[src/rtl/sha256_wt_calc.sv]
// rtl/sha256_wt_calc.sv - SHA-256 message schedule word engine
// One W[t] per four clocks through a single shared 32-bit adder; sigma functions also exported.
module sha256_wt_calc (
  input  logic        clk,
  input  logic        reset,
  input  logic        start,
  input  logic [31:0] w_t16,
  input  logic [31:0] w_t15,
  input  logic [31:0] w_t7,
  input  logic [31:0] w_t2,
  output logic [31:0] wt,
  output logic        done,
  output logic        busy,
  input  logic [31:0] sig_in,
  output logic [31:0] sig0_out,
  output logic [31:0] sig1_out
);

  typedef enum logic [1:0] {IDLE, S0, S1, S2} state_t;

  state_t      state;
  state_t      state_nx;
  logic [31:0] w16_q;
  logic [31:0] w15_q;
  logic [31:0] w7_q;
  logic [31:0] w2_q;
  logic [31:0] acc;
  logic [31:0] add_a;
  logic [31:0] add_b;
  logic [31:0] sum;
  logic        accept;

  function automatic logic [31:0] sigma0(input logic [31:0] x);
    sigma0 = {x[6:0], x[31:7]} ^ {x[17:0], x[31:18]} ^ {3'b000, x[31:3]};
  endfunction

  function automatic logic [31:0] sigma1(input logic [31:0] x);
    sigma1 = {x[16:0], x[31:17]} ^ {x[18:0], x[31:19]} ^ {10'b0, x[31:10]};
  endfunction

  assign sig0_out = sigma0(sig_in);
  assign sig1_out = sigma1(sig_in);

  assign accept = (state == IDLE) && start;
  assign busy   = (state != IDLE);

  always_ff @(posedge clk or posedge reset) begin
    if (reset) state <= IDLE;
    else       state <= state_nx;
  end

  always_comb begin
    state_nx = state;
    case (state)
      IDLE:    if (start) state_nx = S0;
      S0:      state_nx = S1;
      S1:      state_nx = S2;
      S2:      state_nx = IDLE;
      default: state_nx = IDLE;
    endcase
  end

  // Operand steering for the single adder; carry-out is simply dropped.
  always_comb begin
    add_a = acc;
    add_b = w7_q;
    case (state)
      S0:      begin add_a = w16_q; add_b = sigma0(w15_q); end
      S2:      add_b = sigma1(w2_q);
      default: ;
    endcase
  end

  assign sum = add_a + add_b;

  always_ff @(posedge clk or posedge reset) begin
    if (reset) begin
      w16_q <= '0;
      w15_q <= '0;
      w7_q  <= '0;
      w2_q  <= '0;
      acc   <= '0;
      wt    <= '0;
      done  <= 1'b0;
    end else begin
      done <= 1'b0;
      if (accept) begin
        w16_q <= w_t16;
        w15_q <= w_t15;
        w7_q  <= w_t7;
        w2_q  <= w_t2;
      end
      case (state)
        S0, S1: acc <= sum;
        S2: begin
          wt   <= sum;
          done <= 1'b1;
        end
        default: ;
      endcase
    end
  end

endmodule

[config.mk]
export PLATFORM = sky130hd
export DESIGN_NAME = sha256_wt_calc
export DESIGN_NICKNAME = d
export VERILOG_FILES = /design/src/rtl/sha256_wt_calc.sv
export SDC_FILE = /design/constraint.sdc
export NUM_CORES = 1
export LEC_CHECK = 0
export CAP_MARGIN = 25
export CORE_MARGIN = 2
export CORE_UTILIZATION = 50
export CTS_CLUSTER_DIAMETER = 80
export DETAILED_ROUTE_END_ITERATION = 12
export PLACE_DENSITY = 0.78
export SETUP_SLACK_MARGIN = 0.05
export SYNTH_ARGS = -nofsm -noshare
export SYNTH_HDL_FRONTEND = slang
export SYNTH_SLANG_ARGS = --single-unit
[constraint.sdc]
create_clock -name clk -period 8.3 [get_ports clk]
set_clock_uncertainty 0.05 [all_clocks]
set_input_delay 0.83 -clock clk [delete_from_list [all_inputs] [get_ports clk]]
set_output_delay 0.83 -clock clk [all_outputs]
set_load 0.02 [all_outputs]
==> results.tsv <==
stage	metric	value	unit
global_route	Total Routing Usage GR	0.2603	
drt	via-per-instance ratio	5.465	
floorplan	FP Rows	57	
cts	CTS tree	yes	
drt	final WL	32840	µm
global_route	largest net degree at the start of global routing	130	
global_route	antenna violations before repair	0	
setup_path	CP Cell Sequence	ha_2, buf_4, inv_1, o21ai_0, ha_1, a21o_1, a211oi_2, nor3_1, or4_4, and2_1, xor2_1, mux2_2	
layout	Reg area	4880	µm²
layout	fill count	1911	
sta	Setup TNS Final	0	ns
global_route	Congestion Overflow GR	0	
sta	post-layout min period	4.667	ns
yosys	Cell Area, Synth	12220	µm²
yosys	Warnings, synthesis	0	
yosys	EDFF count, synth	0	
cts	clk buf depth	2	
cts	post-CTS setup buffers	0	
drt	drt first pass iters	7	
yosys	Syn Nets	1327	
cts	TritonCTS buffer count	17	
layout	antenna cells	0	
yosys	Synth Flop Type	dfrtp_1	
setup_path	worst path bufs/invs	2	
drt	Residual DRC	0	
cts	Hold Buf Count CTS	0	
setup_path	Crit-path slowest cell	inv_1	
floorplan	Initial Util	0.5055	
placed_design	I/O Buffers	260	
sta	FMAX	0.2143	GHz
sta	Slew @ Worst Pin	1.003	ns
yosys	post-synthesis sequential area ratio	0.3993	
setup_path	Critical Path AT	4.93	ns
cts	# H-tree levels	4	
sta	Rel. slew slack	0.3307	
cts	cells resized by post-CTS repair	0	
sta	unrepaired setup endpoints after global routing	no	
floorplan	Die W	160.3	µm
job	max cap viols	0	
layout	commonest non-fill, non-tap cell in the layout	clkdlybuf4s50_1	
layout	Area Growth Syn to Fin	27.83	%
global_route	number of global-route vias before repair	9341	
cts	Worst-path clk slew	0.07	ns
yosys	Synth Area per Inst	10.84	µm²
yosys	async set-reset flop share out of synthesis	1.000	
sta	final hold viol count	0	
floorplan	# IOs	261	
drt	DR WL/cell	19.62	µm
sta	Final Cycle Share	0.5623	
layout	area of the multi-input gates	7013	µm²
global_route	first-pass GRT wire length	52240	µm
setup_path	CP delay by family, top	buffers and inverters	
sta	Final setup viols	0	
floorplan	die height	160.3	µm
cts	clk sinks	195	
placed_design	detailed placement HPWL	25480	µm
yosys	synthesized flop and latch total	195	
floorplan	Core ar.	24180	µm²
cts	Clock Tree Root	clkbuf_16	
layout	share of cells above drive strength 1	0.1881	
yosys	synth unique cells	59	
worst_hold_path	HP Class	flip-flop to flip-flop	
layout	most frequent cells in the layout	clkdlybuf4s50_1, xnor2_1, mux2_2	
drt	initial DRC count	611	
floorplan	DIE AREA	25710	µm²
cts	worst skew pair latency	0.45	ns
placed_design	Placer Congestion	1.022	
setup_path	Setup Crit Path Kind	flip-flop to flip-flop	
setup_path	Crit path largest cell delay	0.66	ns
drt	via count	9148	
status	status	finished clean	
yosys	Synth Instances	1127	
drt	post-route ant nets	0	
layout	Final nets	1537	
setup_path	CP Max Fanout	54	
setup_path	WP data required	8.57	ns
setup_path	Setup crit start kind	flip-flop	
sta	Slew Viols, Final	0	
setup_path	Worst Setup End Kind	flip-flop	
routing by layer:
| layer | track usage | share of wire |
|---|---|---|
| met1 | 0.3530 | 0.44 |
| met2 | 0.4284 | 0.48 |
| met3 | 0.04649 | 0.048 |
| met4 | 0.07985 | 0.029 |
| met5 | 0 | 0 |
cells in the mapped netlist, drive strengths merged, types with 9 or more instances:
library cell / instances / area share
mux2i: 9 / 0.0074
xor2: 29 / 0.021
nand4: 9 / 0.0046
buf: 9 / 0.0030
a21oi: 35 / 0.015
a22oi: 28 / 0.017
mux2: 198 / 0.18
and2: 10 / 0.0053
a221o: 9 / 0.0074
o21ai: 26 / 0.011
a21o: 19 / 0.012
and3: 12 / 0.0066
clkbuf: 67 / 0.021
inv: 15 / 0.0046
nor2: 37 / 0.011
xnor2: 221 / 0.16
o21a: 10 / 0.0061
nor3: 13 / 0.0053
ha: 36 / 0.037
nand2: 75 / 0.023
dfrtp: 195 / 0.40
kinds of logic (layout without fill, tap and decap cells):
logic type                 count (synthesis)  after routing  synth area share
xor gates and xnor gates                 250            250            0.1792
and+or+nand+nor                          176            176           0.06706
DFF                                      195            195            0.3993
muxes                                    207            207            0.1898
adders and majority gates                 37             37           0.03849
buffers and inverters                     91            314           0.02815
AOI/OAI and AO/OA                        171            171           0.09808
per-stage QoR:
stage	setup WS (ns)	util	cell area, µm²	instances	hold slack [ns]
global route	3.300	0.6462	15620	1674	0.4755
floorplan	2.108	-	12220	1127	0.3978
finish	3.633	0.6462	15620	1674	0.4559
global placement	3.761	0.6208	15010	1641	0.4162
CTS	3.679	0.6453	15600	1673	0.4552
detailed placement	3.693	0.6208	15010	1641	0.4300
state kept, by name, summed over array words and instances (netlist names):
register	cells
w2_q	32
acc	32
w16_q	32
wt	32
w7_q	32
state	2
done	1
w15_q	32
area by class of cell:
cell class / count / share of cell area
clock buffers: 18 / 0.02811
clock inverters: 14 / 0.009851
flip-flops and latches: 195 / 0.3123
inverters: 15 / 0.004085
well taps: 324 / 0.02595
repair buffers: 267 / 0.1708
multi-input cells: 841 / 0.4489
final timing paths:
check	from	endpoint	slack (ns)	cells past startpoint
setup / recovery	state[1]$_DFFE_PP0P_	wt[15]$_DFFE_PP0N_	3.63	12
hold / removal	wt[18]$_DFFE_PP0N_	wt[18]$_DFFE_PP0N_	0.46	1
min in group asynchronous	reset	w15_q[25]$_DFFE_PP0P_	0.87	2
max in group asynchronous	reset	state[0]$_DFFE_PP0P_	5.98	3
setup reg to reg	state[1]$_DFFE_PP0P_	wt[15]$_DFFE_PP0N_	3.63	12
hold reg to reg	wt[18]$_DFFE_PP0N_	wt[18]$_DFFE_PP0N_	0.46	1
Power is left out: the tool's default activity adds up to more than one toggle a clock period on the data nets, which glitch-free logic cannot reach.
